$ cat src/rtl/clock_12_24_pkg.sv
// Shared constants and the BCD split helper for the clock_12_24 time-of-day core.
// The build macro CLOCK_EDIT_RUN_EN (see clock_12_24.sv) needs nothing from this package.
package clock_12_24_pkg;

    localparam logic [1:0] FLD_HR  = 2'd0;
    localparam logic [1:0] FLD_MIN = 2'd1;
    localparam logic [1:0] FLD_SEC = 2'd2;

    localparam logic [4:0] HR_MAX = 5'd23;
    localparam logic [5:0] MS_MAX = 6'd59;

    localparam int DIGIT_W = 6;

    // Splits a 0-59 value into {tens, ones}, each digit zero-extended to DIGIT_W bits.
    function automatic logic [2*DIGIT_W-1:0] to_bcd(input logic [5:0] bin);
        logic [DIGIT_W-1:0] tens;
        logic [DIGIT_W-1:0] ones;
        tens = bin / 6'd10;
        ones = bin % 6'd10;
        return {tens, ones};
    endfunction

endpackage

$ cat src/rtl/clock_12_24_tick.sv
// Seconds prescaler: counts 0..TICKS_PER_SEC-1 and pulses sec_tick for one cycle at the wrap.
module clock_12_24_tick #(
    parameter int TICKS_PER_SEC = 1000
) (
    input  logic clk,
    input  logic reset,
    input  logic clr,
    input  logic en,
    output logic sec_tick
);

    localparam int CNT_W = (TICKS_PER_SEC > 2) ? $clog2(TICKS_PER_SEC) : 1;
    localparam logic [CNT_W-1:0] CNT_MAX = CNT_W'(TICKS_PER_SEC - 1);

    logic [CNT_W-1:0] count_q;
    logic [CNT_W-1:0] count_d;

    // A clear wins over counting and swallows any tick due in the same cycle.
    always_comb begin
        count_d = count_q;
        if (clr) begin
            count_d = '0;
        end else if (en) begin
            count_d = (count_q == CNT_MAX) ? '0 : count_q + 1'b1;
        end
    end

    assign sec_tick = en && !clr && (count_q == CNT_MAX);

    always_ff @(posedge clk) begin
        if (reset) begin
            count_q <= '0;
        end else begin
            count_q <= count_d;
        end
    end

endmodule

$ cat src/rtl/clock_12_24.sv
// Time-of-day clock with 12/24-hour display and button-driven editing.
// Define CLOCK_EDIT_RUN_EN to keep time advancing while in edit mode.
module clock_12_24
    import clock_12_24_pkg::*;
#(
    parameter int TICKS_PER_SEC = 1000
) (
    input  logic        clk,
    input  logic        reset,
    input  logic        m_sw,
    input  logic        bC,
    input  logic        bL,
    input  logic        bR,
    input  logic        bD,
    output logic        fmt,
    output logic        ampm,
    output logic        edit,
    output logic [1:0]  currDigit,
    output logic [35:0] outReg
);

    logic [4:0]  hr_q, hr_d;
    logic [5:0]  min_q, min_d;
    logic [5:0]  sec_q, sec_d;
    logic        edit_q, edit_d;
    logic [1:0]  digit_q, digit_d;
    logic        fmt_q;
    logic        ampm_q, ampm_d;
    logic [35:0] out_q, out_d;
    logic [4:0]  disp_hr;
    logic        sec_tick;
    logic        tick_en;
    logic        tick_clr;

`ifdef CLOCK_EDIT_RUN_EN
    assign tick_en = 1'b1;
`else
    assign tick_en = !edit_q;
`endif
    assign tick_clr = bC && !edit_q;

    clock_12_24_tick #(
        .TICKS_PER_SEC(TICKS_PER_SEC)
    ) u_tick (
        .clk     (clk),
        .reset   (reset),
        .clr     (tick_clr),
        .en      (tick_en),
        .sec_tick(sec_tick)
    );

    // Time advance first, so an edit decrement in the same cycle overrides its own field.
    always_comb begin
        hr_d    = hr_q;
        min_d   = min_q;
        sec_d   = sec_q;
        edit_d  = edit_q;
        digit_d = digit_q;

        if (sec_tick) begin
            if (sec_q == MS_MAX) begin
                sec_d = '0;
                if (min_q == MS_MAX) begin
                    min_d = '0;
                    hr_d  = (hr_q == HR_MAX) ? '0 : hr_q + 1'b1;
                end else begin
                    min_d = min_q + 1'b1;
                end
            end else begin
                sec_d = sec_q + 1'b1;
            end
        end

        if (bC) begin
            edit_d = !edit_q;
            if (!edit_q) begin
                digit_d = FLD_HR;
            end
        end else if (edit_q && bD) begin
            case (digit_q)
                FLD_HR:  hr_d  = (hr_q  == '0) ? HR_MAX : hr_q  - 1'b1;
                FLD_MIN: min_d = (min_q == '0) ? MS_MAX : min_q - 1'b1;
                FLD_SEC: sec_d = (sec_q == '0) ? MS_MAX : sec_q - 1'b1;
                default: ;
            endcase
        end else if (edit_q && bL) begin
            digit_d = (digit_q == FLD_HR) ? FLD_SEC : digit_q - 1'b1;
        end else if (edit_q && bR) begin
            digit_d = (digit_q == FLD_SEC) ? FLD_HR : digit_q + 1'b1;
        end
    end

    // Display is derived from the next-state time so it lands in the same cycle as the count.
    always_comb begin
        disp_hr = hr_d;
        if (!m_sw) begin
            if (hr_d == 5'd0) begin
                disp_hr = 5'd12;
            end else if (hr_d > 5'd12) begin
                disp_hr = hr_d - 5'd12;
            end
        end
        ampm_d = !m_sw && (hr_d >= 5'd12);
        out_d  = {to_bcd({1'b0, disp_hr}), to_bcd(min_d), to_bcd(sec_d)};
    end

    always_ff @(posedge clk) begin
        if (reset) begin
            hr_q    <= '0;
            min_q   <= '0;
            sec_q   <= '0;
            edit_q  <= 1'b0;
            digit_q <= FLD_HR;
            fmt_q   <= m_sw;
            ampm_q  <= 1'b0;
            out_q   <= m_sw ? 36'd0 : {to_bcd(6'd12), 24'd0};
        end else begin
            hr_q    <= hr_d;
            min_q   <= min_d;
            sec_q   <= sec_d;
            edit_q  <= edit_d;
            digit_q <= digit_d;
            fmt_q   <= m_sw;
            ampm_q  <= ampm_d;
            out_q   <= out_d;
        end
    end

    assign fmt       = fmt_q;
    assign ampm      = ampm_q;
    assign edit      = edit_q;
    assign currDigit = digit_q;
    assign outReg    = out_q;

endmodule

$ cat config.mk
export PLATFORM = sky130hd
export DESIGN_NAME = clock_12_24
export DESIGN_NICKNAME = d
export VERILOG_FILES = /design/src/rtl/clock_12_24_pkg.sv /design/src/rtl/clock_12_24_tick.sv /design/src/rtl/clock_12_24.sv
export SDC_FILE = /design/constraint.sdc
export NUM_CORES = 1
export LEC_CHECK = 0
export ABC_AREA = 0
export CORE_MARGIN = 5
export CORE_UTILIZATION = 43
export DETAILED_ROUTE_END_ITERATION = 10
export GPL_TIMING_DRIVEN = 0
export MAX_ROUTING_LAYER = met4
export PLACE_DENSITY_LB_ADDON = 0.2
export SKIP_CTS_REPAIR_TIMING = 1
export SKIP_LAST_GASP = 1
export SLEW_MARGIN = 20
export SYNTH_ARGS = -nofsm -noshare
export SYNTH_HDL_FRONTEND = slang
export SYNTH_SLANG_ARGS = --single-unit
$ cat constraint.sdc
create_clock -name clk -period 7.35 [get_ports clk]
set_clock_uncertainty 0.05 [all_clocks]
set_input_delay 1.47 -clock clk [delete_from_list [all_inputs] [get_ports clk]]
set_output_delay 1.47 -clock clk [all_outputs]
set_load 0.02 [all_outputs]
==> out/qor.tcl, run 1 <==
set qor(timing_max_transition_violations_final) 0
set qor(holdWs_ps) 482
set qor(via_per_inst) 5.72
set qor(power.ir.vdd_worst_mv) 0.112
set qor(crit_path_start_kind) {input pin}
set qor(start_util_pct) 44.3
set qor(timing.slew.headroom_pct) 50.3
set qor(hpwlAfterDp_um) 7020
set qor(netlist-cell-type-count) 86
set qor(floorplan.rows) 34
set qor(design.portCount) 48
set qor(tritoncts) {yes}
set qor(worst-slew-pin-transition_ps) 742
set qor(antennaDiodeCount) 0
set qor(routedWlPerCell_um) 14.7
set qor(post_layout_power_mw) 0.670
set qor(power_leakage_nw) 1.76
set qor(cp_common_cell) {a21oi_1}
set qor(clock_latency_at_the_later_pin_of_the_worst_skew_pair_ps) 310
set qor(synth_area_um2) 3900
set qor(setup_repair_after_global_routing_missed_its_margin) {no}
set qor(syn2layout_area_growth_pct) 17.1
set qor(number_of_placed_instances_with_taps_included) 631
set qor(cp_cell_sequence) {clkdlybuf4s50_1 -> nor3b_2 -> and4_1 -> buf_2 -> nand4_1 -> a31oi_1 -> or2_2 -> clkbuf_1 -> nand2_1 -> a21oi_1 -> a21oi_1 -> ha_1 -> o31ai_1 -> a22oi_1 -> a221oi_1}
set qor(fmax_mhz) 203
set qor(grt_max_degree) 19
set qor(timing_worst_setup_path_type) {input pin to register}
set qor(netlist.top_cell.by_area) {dfxtp_1}
set qor(postSynthRegisterBits) 56
set qor(ctsLongestPathBuffers) 2
set qor(drt.antenna.violating_nets) 0
set qor(total_via_count_after_detailed_routing) 3658
set qor(clock-sinks) 56
set qor(drc) 0
set qor(layout_common_cells) {nor2_1 (63), dfxtp_1 (56), clkdlybuf4s50_1 (37), nand2_1 (30)}
set qor(synth-warning-count) 0
set qor(hold_path_depth) 2
set qor(drv.max_cap_violation_count) 0
set qor(synth_top_cells_by_area) {dfxtp_1 (29%), nor2_1 (6.1%), ha_1 (5.8%), nand2_1 (2.9%), nand3_1 (2.6%)}
set qor(grt_first_pass_wirelength_um) 16400
set qor(drt_pre_antenna_iters) 4
set qor(depth_of_the_cts_h_tree) 2
set qor(period_minus_slack_ps) 4940
set qor(core_um2) 8810
set qor(chipHeight_um) 105
set qor(drive_above_1_share_pct) 11.9
set qor(synth_top_flop_cell) {dfxtp_1}
set qor(status) {finished clean}
set qor(power_density_nw_per_um2) 147
set qor(placement.io_buffers) 37
set qor(synth_enable_flop_cells) 0
set qor(via_count_of_the_first_global_routing_pass) 3512
set qor(final_common_cell) {nor2_1}
set qor(holdCritPathClass) {register to register}
set qor(ys_async_sr_fraction_pct) 0
set qor(clockRootBuffer) {clkbuf_8}
set qor(final-hold-violation-count) 0
set qor(die_area_um2) 11100
set qor(final_net_count) 555
set qor(synth_sequential_area_ratio_pct) 28.7
set qor(cpMaxStageDelayCell) {a31oi_1}
set qor(critPathMaxFanout) 8
set qor(die_width_um) 105
set qor(grt_antenna_before_repair) 0
set qor(post-synth-top-area-fraction_pct) 28.7
set qor(required_ps) 7520
set qor(cts-buffers-inserted) 5
set qor(rr_worst_depth) 15
set qor(finalCritPeriodShare_pct) 67.2
set qor(gp_congestion) 0.935
set qor(clk_pin_slew_ps) 100
set qor(setup_viol) 0
set qor(iteration_0_drc_count_of_the_detailed_router) 202
set qor(max_stage_delay_ps) 600
set qor(grtUsageTotal_pct) 17.7
set qor(postRouteWirelength_um) 9420
set qor(syn_inst) 474
set qor(finalSetupTns_ps) 0
set qor(arrival_ps) 5110
set qor(average_cell_area_after_synthesis_um2) 8.24
set qor(instances_no_fill) 639
set qor(endpoint_kind) {register}
set qor(global_route.overflow_total) 0
area by class of cell:
class	instances	area (um2)
Multi-Input combinational cell	371	2520
Buffer	37	221
Clock buffer	5	68.8
Tap cell	108	135
Fill cell	842	4240
Inverter	22	82.6
Clock inverter	3	46.3
Sequential cell	56	1120
Timing Repair Buffer	37	370
metal layers:
metal / share of wire [%] / routed length [um] / track usage (%) / vias up
li1: - / - / - / 1849
met4: 1.3 / 125 / 4.22 / 0
met1: 48 / 4510 / 22.9 / 1705
met2: 47 / 4390 / 29.2 / 94
met5: 0 / 0 / - / -
met3: 4.2 / 393 / 2.38 / 10
worst max-delay path, delay by kind of cell:
kind | cells | cell delay, ps
compound gates | 6 | 1480
fa+ha+maj | 1 | 350
buf+inv | 3 | 880
simple gates | 5 | 910
final timing paths:
| path | to | slack, ps | startpoint |
|---|---|---|---|
| setup / recovery | outReg[14]$_SDFF_PP0_ | 2410 | bC |
| setup reg to reg | outReg[14]$_SDFF_PP0_ | 3370 | u_tick.count_q[0]$_SDFFE_PP0N_ |
| hold reg to reg | u_tick.count_q[8]$_SDFFE_PP0N_ | 480 | u_tick.count_q[8]$_SDFFE_PP0N_ |
| hold / removal | u_tick.count_q[8]$_SDFFE_PP0N_ | 480 | u_tick.count_q[8]$_SDFFE_PP0N_ |
registers in the layout, indices dropped and copies added (netlist names):
register / flops
edit: 1
ampm: 1
min_q: 6
fmt: 1
u_tick.count_q: 10
hr_q: 5
outReg: 24
sec_q: 6
currDigit: 2
stage by stage:
stage | instance area (um2) | setup slack [ps] | utilization (%)
after detailed placement | 4450 | 2120 | 50.6
after CTS | 4570 | 2450 | 51.9
after global placement | 4450 | 2130 | 50.6
after floorplan | 3950 | 3050 | -
final | 4570 | 2410 | 51.9
after global routing | 4570 | 1950 | 51.9
cells by family (layout without fill, tap and decap cells):
| family | Yosys count | after routing | synth area share (%) |
|---|---|---|---|
| AND/OR/NAND/NOR | 194 | 194 | 27.4 |
| AO/OA/AOI/OAI | 125 | 125 | 25.3 |
| buffers and inverters | 59 | 104 | 7.79 |
| flip-flops | 56 | 56 | 28.7 |
| adder cells (fa/ha/maj) | 18 | 18 | 5.77 |
| XOR/XNOR | 16 | 16 | 3.59 |
| multiplexers | 5 | 5 | 1.31 |
| other | 1 | 13 | 0.0961 |
power by group:
| group | leakage (nW) | total (mW) | switching [mW] | internal [mW] |
|---|---|---|---|---|
| Clock | 0.0548 | 0.209 | 0.107 | 0.103 |
| Sequential | 0.455 | 0.320 | 0.00658 | 0.313 |
| Combinational | 1.25 | 0.141 | 0.0826 | 0.0580 |
| Total | 1.76 | 0.670 | 0.196 | 0.474 |
synth_stat cells (3+ instances only):
| cell | instances |
|---|---|
| xnor2_1 | 8 |
| and4_1 | 7 |
| o21ai_0 | 14 |
| ha_1 | 18 |
| o31ai_1 | 8 |
| a32o_1 | 3 |
| nor3b_1 | 3 |
| buf_4 | 13 |
| nor2b_1 | 4 |
| o21ai_1 | 6 |
| nor3_1 | 11 |
| dfxtp_1 | 56 |
| a211oi_1 | 6 |
| buf_6 | 3 |
| nand4_1 | 9 |
| buf_2 | 8 |
| nand4b_1 | 4 |
| o21bai_1 | 4 |
| nand2_1 | 30 |
| nor4_1 | 4 |
| and4b_1 | 4 |
| a31oi_1 | 8 |
| a21oi_1 | 17 |
| and2_1 | 4 |
| a221oi_1 | 5 |
| o211ai_1 | 5 |
| inv_1 | 20 |
| o21a_1 | 3 |
| xor2_1 | 8 |
| or3_1 | 3 |
| nor2_1 | 63 |
| nand2b_1 | 5 |
| clkbuf_1 | 11 |
| mux2i_1 | 4 |
| nand3_1 | 20 |
| and3_1 | 7 |
| a22oi_1 | 4 |
| o22ai_1 | 3 |
Note: power is estimated with default switching activity, not from simulation.
==> run 2, diff against run 1 <==
Clock period 7.35 ns to 4.2 ns, I/O delays scaled along.
==> out/qor.tcl, run 2 (same netlist as run 1, synthesis figures left out) <==
set qor(drt_pre_antenna_iters) 5
set qor(post_layout_power_mw) 1.20
set qor(final_net_count) 569
set qor(antennaDiodeCount) 0
set qor(clk_pin_slew_ps) 100
set qor(worstReg2RegEnd) {outReg[14]$_SDFF_PP0_}
set qor(depth_of_the_cts_h_tree) 2
set qor(grt_busiest_layer) {met2}
set qor(layout_common_cells) {nor2_1 (63), dfxtp_1 (56), clkdlybuf4s50_1 (37), nand2_1 (29), buf_4 (28)}
set qor(critPathMaxFanout) 8
set qor(die_area_um2) 11100
set qor(rr_worst_depth) 15
set qor(timing_worst_setup_path_type) {input pin to register}
set qor(start_util_pct) 44.3
set qor(power_leakage_nw) 1.87
set qor(clockRootBuffer) {clkbuf_8}
set qor(hold_path_depth) 2
set qor(routedWlPerCell_um) 14.7
set qor(arrival_ps) 4140
set qor(cts-buffers-inserted) 5
set qor(core_um2) 8810
set qor(power.ir.vdd_worst_mv) 0.201
set qor(hp-start) {u_tick.count_q[8]$_SDFFE_PP0N_}
set qor(global_route.overflow_total) 0
set qor(holdCritPathClass) {register to register}
set qor(use_met1_pct) 22.9
set qor(required_ps) 4370
set qor(drt.antenna.violating_nets) 0
set qor(iteration_0_drc_count_of_the_detailed_router) 205
set qor(total_via_count_after_detailed_routing) 3786
set qor(timing_max_transition_violations_final) 0
set qor(drv.max_cap_violation_count) 0
set qor(crit_path_start_kind) {input pin}
set qor(gr-usage-met3_pct) 2.38
set qor(via_per_inst) 5.80
set qor(setup.worst_path.start) {bC}
set qor(clock-sinks) 56
set qor(drc) 0
set qor(tritoncts) {yes}
set qor(grt_util_met2_pct) 29.2
set qor(clock_latency_at_the_later_pin_of_the_worst_skew_pair_ps) 310
set qor(largest_register_ffs) 24
set qor(power_density_nw_per_um2) 252
set qor(timing.slew.headroom_pct) 51.0
set qor(syn2layout_area_growth_pct) 21.9
set qor(die_width_um) 105
set qor(fmax_mhz) 252
set qor(grtUsageTotal_pct) 17.7
set qor(chipHeight_um) 105
set qor(gp_congestion) 0.935
set qor(status) {finished clean}
set qor(grt_first_pass_wirelength_um) 16400
set qor(setup_repair_after_global_routing_missed_its_margin) {yes}
set qor(floorplan.rows) 34
set qor(design.portCount) 48
set qor(final-hold-violation-count) 0
set qor(worst_hold_path.endpoint) {u_tick.count_q[8]$_SDFFE_PP0N_}
set qor(via_count_of_the_first_global_routing_pass) 3512
set qor(grt_antenna_before_repair) 0
set qor(finalCritPeriodShare_pct) 94.5
set qor(number_of_placed_instances_with_taps_included) 631
set qor(hpwlAfterDp_um) 7020
set qor(setup_viol) 0
set qor(ctsLongestPathBuffers) 2
set qor(final_common_cell) {nor2_1}
set qor(postRouteWirelength_um) 9620
set qor(endpoint_kind) {register}
set qor(placement.io_buffers) 37
set qor(worst-slew-pin-transition_ps) 735
set qor(grt_max_degree) 19
set qor(worst-r2r-setup-slack_ps) 580
set qor(drive_above_1_share_pct) 15.8
set qor(period_minus_slack_ps) 3970
set qor(instances_no_fill) 653
set qor(regToRegStartpoint) {u_tick.count_q[0]$_SDFFE_PP0N_}
## run 2: cell count changes in the layout (fill, tap and decap cells not counted), moves of 2 or more
cell,change
buf_4,+15
o31ai_1,-2
o31ai_2,+2
buf_2,-2
clkbuf_4,+2
## run 2: how the worst max path moves through the flow
stage	slack (ps)	end	depth (start not counted)
finish	230	outReg[14]$_SDFF_PP0_	15
CTS	-70	outReg[14]$_SDFF_PP0_	14
floorplan	530	outReg[26]$_SDFF_PP0_	12
detailed placement	-400	outReg[14]$_SDFF_PP0_	14
global placement	-390	outReg[14]$_SDFF_PP0_	14
global route	-50	outReg[14]$_SDFF_PP0_	15
## run 2: routing by layer
layer | vias to the layer above | routed length, um
met5 | - | 0
met4 | 0 | 125
met3 | 11 | 467
met2 | 124 | 4500
met1 | 1773 | 4520
li1 | 1878 | -
## run 2: critical path, stage by stage
cell,delay (ps)
clkdlybuf4s50_1,470
nor3b_2,290
and4_1,220
buf_2,210
a31oi_1,120
o31ai_2,300
or2_2,160
clkbuf_1,220
nand2_1,80
a21oi_1,140
a21oi_1,80
ha_1,360
o31ai_1,260
a22oi_1,120
a221oi_1,280
## run 2: layout make-up
type / instances / area [um2]
Timing Repair Buffer: 51 / 475
Multi-Input combinational cell: 371 / 2600
Clock inverter: 3 / 46.3
Sequential cell: 56 / 1120
Inverter: 22 / 85.1
Buffer: 37 / 230
Fill cell: 816 / 4050
Tap cell: 108 / 135
Clock buffer: 5 / 68.8
## run 2: per-stage QoR
step                cell area, um2  hold WS [ps]  setup TNS [ps]  util (%)  worst slack, ps
finish                        4760           482               0      54.0              229
global route                  4760           508           -50.6      54.0            -50.6
CTS                           4570           477           -92.8      51.9            -73.3
detailed placement            4450           453           -1610      50.6             -399
global placement              4450           438           -1460      50.6             -394
floorplan                     3950           422               0         -              526
## run 2: power breakdown
part | switching (mW) | internal [mW] | total [mW]
clock | 0.186 | 0.180 | 0.365
combinational | 0.154 | 0.120 | 0.274
sequential | 0.0118 | 0.548 | 0.560
==> run 3, diff against run 2 <==
Settings changed: CELL_PAD_IN_SITES_DETAIL_PLACEMENT from default to 1, CELL_PAD_IN_SITES_GLOBAL_PLACEMENT from default to 2, CORE_UTILIZATION 43 to 30.
==> out/qor.tcl, run 3 (same netlist as run 1, synthesis figures left out) <==
set qor(drt.antenna.violating_nets) 0
set qor(endpoint_kind) {register}
set qor(die_width_um) 124
set qor(regToRegStartpoint) {min_q[0]$_SDFF_PP0_}
set qor(timing.slew.headroom_pct) 49.1
set qor(final-hold-violation-count) 0
set qor(depth_of_the_cts_h_tree) 2
set qor(placement.io_buffers) 37
set qor(layout_setup_ws_ps) 144
set qor(power_leakage_nw) 1.88
set qor(setup_repair_after_global_routing_missed_its_margin) {yes}
set qor(fmax_mhz) 247
set qor(hpwlAfterDp_um) 8450
set qor(rr_worst_depth) 12
set qor(drv.max_cap_violation_count) 0
set qor(via_per_inst) 5.25
set qor(antennaDiodeCount) 0
set qor(iteration_0_drc_count_of_the_detailed_router) 162
set qor(ctsLongestPathBuffers) 2
set qor(setup_viol) 0
set qor(hp-start) {u_tick.count_q[8]$_SDFFE_PP0N_}
set qor(worstReg2RegEnd) {outReg[26]$_SDFF_PP0_}
set qor(grt_first_pass_wirelength_um) 18400
set qor(global_route.overflow_total) 0
set qor(grt_max_degree) 19
set qor(gp_congestion) 0.834
set qor(finalCritPeriodShare_pct) 96.6
set qor(final_net_count) 566
set qor(tritoncts) {yes}
set qor(grt_antenna_before_repair) 0
set qor(layout_common_cells) {nor2_1 (63), dfxtp_1 (56), clkdlybuf4s50_1 (36), nand2_1 (30), buf_4 (26)}
set qor(chipHeight_um) 124
set qor(cts-buffers-inserted) 5
set qor(timing_worst_setup_path_type) {input pin to register}
set qor(clock_latency_at_the_later_pin_of_the_worst_skew_pair_ps) 310
set qor(required_ps) 4370
set qor(die_area_um2) 15400
set qor(total_via_count_after_detailed_routing) 3750
set qor(clock-sinks) 56
set qor(final_common_cell) {nor2_1}
set qor(period_minus_slack_ps) 4060
set qor(holdCritPathClass) {register to register}
set qor(drc) 0
set qor(hold_path_depth) 2
set qor(core_um2) 12700
set qor(post_layout_power_mw) 1.28
set qor(instances_no_fill) 714
set qor(start_util_pct) 30.8
set qor(timing_max_transition_violations_final) 0
set qor(power_density_nw_per_um2) 262
set qor(drive_above_1_share_pct) 16.1
set qor(via_count_of_the_first_global_routing_pass) 3683
set qor(syn2layout_area_growth_pct) 24.8
set qor(clockRootBuffer) {clkbuf_16}
set qor(finalSetupTns_ps) 0
set qor(worst-r2r-setup-slack_ps) 490
set qor(design.portCount) 48
set qor(largest_register_ffs) 24
set qor(status) {finished clean}
set qor(power.ir.vdd_worst_mv) 0.144
set qor(crit_path_start_kind) {input pin}
set qor(worst_hold_path.endpoint) {u_tick.count_q[8]$_SDFFE_PP0N_}
set qor(grtUsageTotal_pct) 15.5
set qor(arrival_ps) 4220
set qor(routedWlPerCell_um) 16.0
set qor(drt_pre_antenna_iters) 5
set qor(critPathMaxFanout) 8
set qor(worst-slew-pin-transition_ps) 764
set qor(core_util_final_pct) 38.4
set qor(pre_cts_slack_ps) -569
set qor(number_of_placed_instances_with_taps_included) 695
set qor(clk_pin_slew_ps) 80
set qor(postRouteWirelength_um) 11400
set qor(floorplan.rows) 41
## run 3: cell count changes in the layout (fill, tap and decap cells not counted), sizes merged
cell	delta
bufinv	-1
buf	-1
clkinv	+2
clkbuf	-2
dlymetal6s2s	+1
clkinvlp	-1
clkdlybuf4s50	-1
## run 3: cell type report
class / instances / area (um2)
plain buffers: 36 / 224
clock buffers: 5 / 125
clock inverters: 3 / 22.5
fillers: 1545 / 7800
inverters: 22 / 85.1
multi-input cells: 371 / 2620
flip-flops and latches: 56 / 1120
well taps: 172 / 215
repair buffers: 49 / 463
## run 3: through the flow
stage,hold WS [ps],area (um2)
floorplan,422,3950
global route,521,4870
CTS,476,4680
detailed placement,454,4530
finish,470,4870
global placement,437,4530
## run 3: where the power goes
part / internal [mW] / switching [mW] / leakage, nW
Sequential: 0.548 / 0.0124 / 0.455
Combinational: 0.115 / 0.159 / 1.35
Clock: 0.224 / 0.217 / 0.0742
Total: 0.887 / 0.388 / 1.88
## run 3: worst max-delay path, stage by stage
cell             delay [ps]
clkdlybuf4s50_1         480
nor3b_2                 300
nand4_4                 180
or3_1                   420
o211ai_4                300
inv_4                   110
ha_1                    400
o32ai_4                 130
a221oi_4                390
a21oi_2                 120
ha_1                    300
a221oi_2                240
## run 3: routing by layer
metal | routed length (um) | global-route usage (%)
met4 | 175 | 4.72
met2 | 5490 | 25.5
met5 | 0 | -
met1 | 5390 | 19.8
met3 | 380 | 2.41
## run 3: worst max-delay path by stage
stage	from	end	slack (ps)	cells past startpoint
6_report	bC	outReg[26]$_SDFF_PP0_	140	12
5_1_grt	bC	outReg[26]$_SDFF_PP0_	-40	12
4_1_cts	bC	outReg[14]$_SDFF_PP0_	-250	14
3_5_place_dp	bC	outReg[14]$_SDFF_PP0_	-570	14
3_3_place_gp	bC	outReg[14]$_SDFF_PP0_	-500	14
2_1_floorplan	bC	outReg[26]$_SDFF_PP0_	530	12
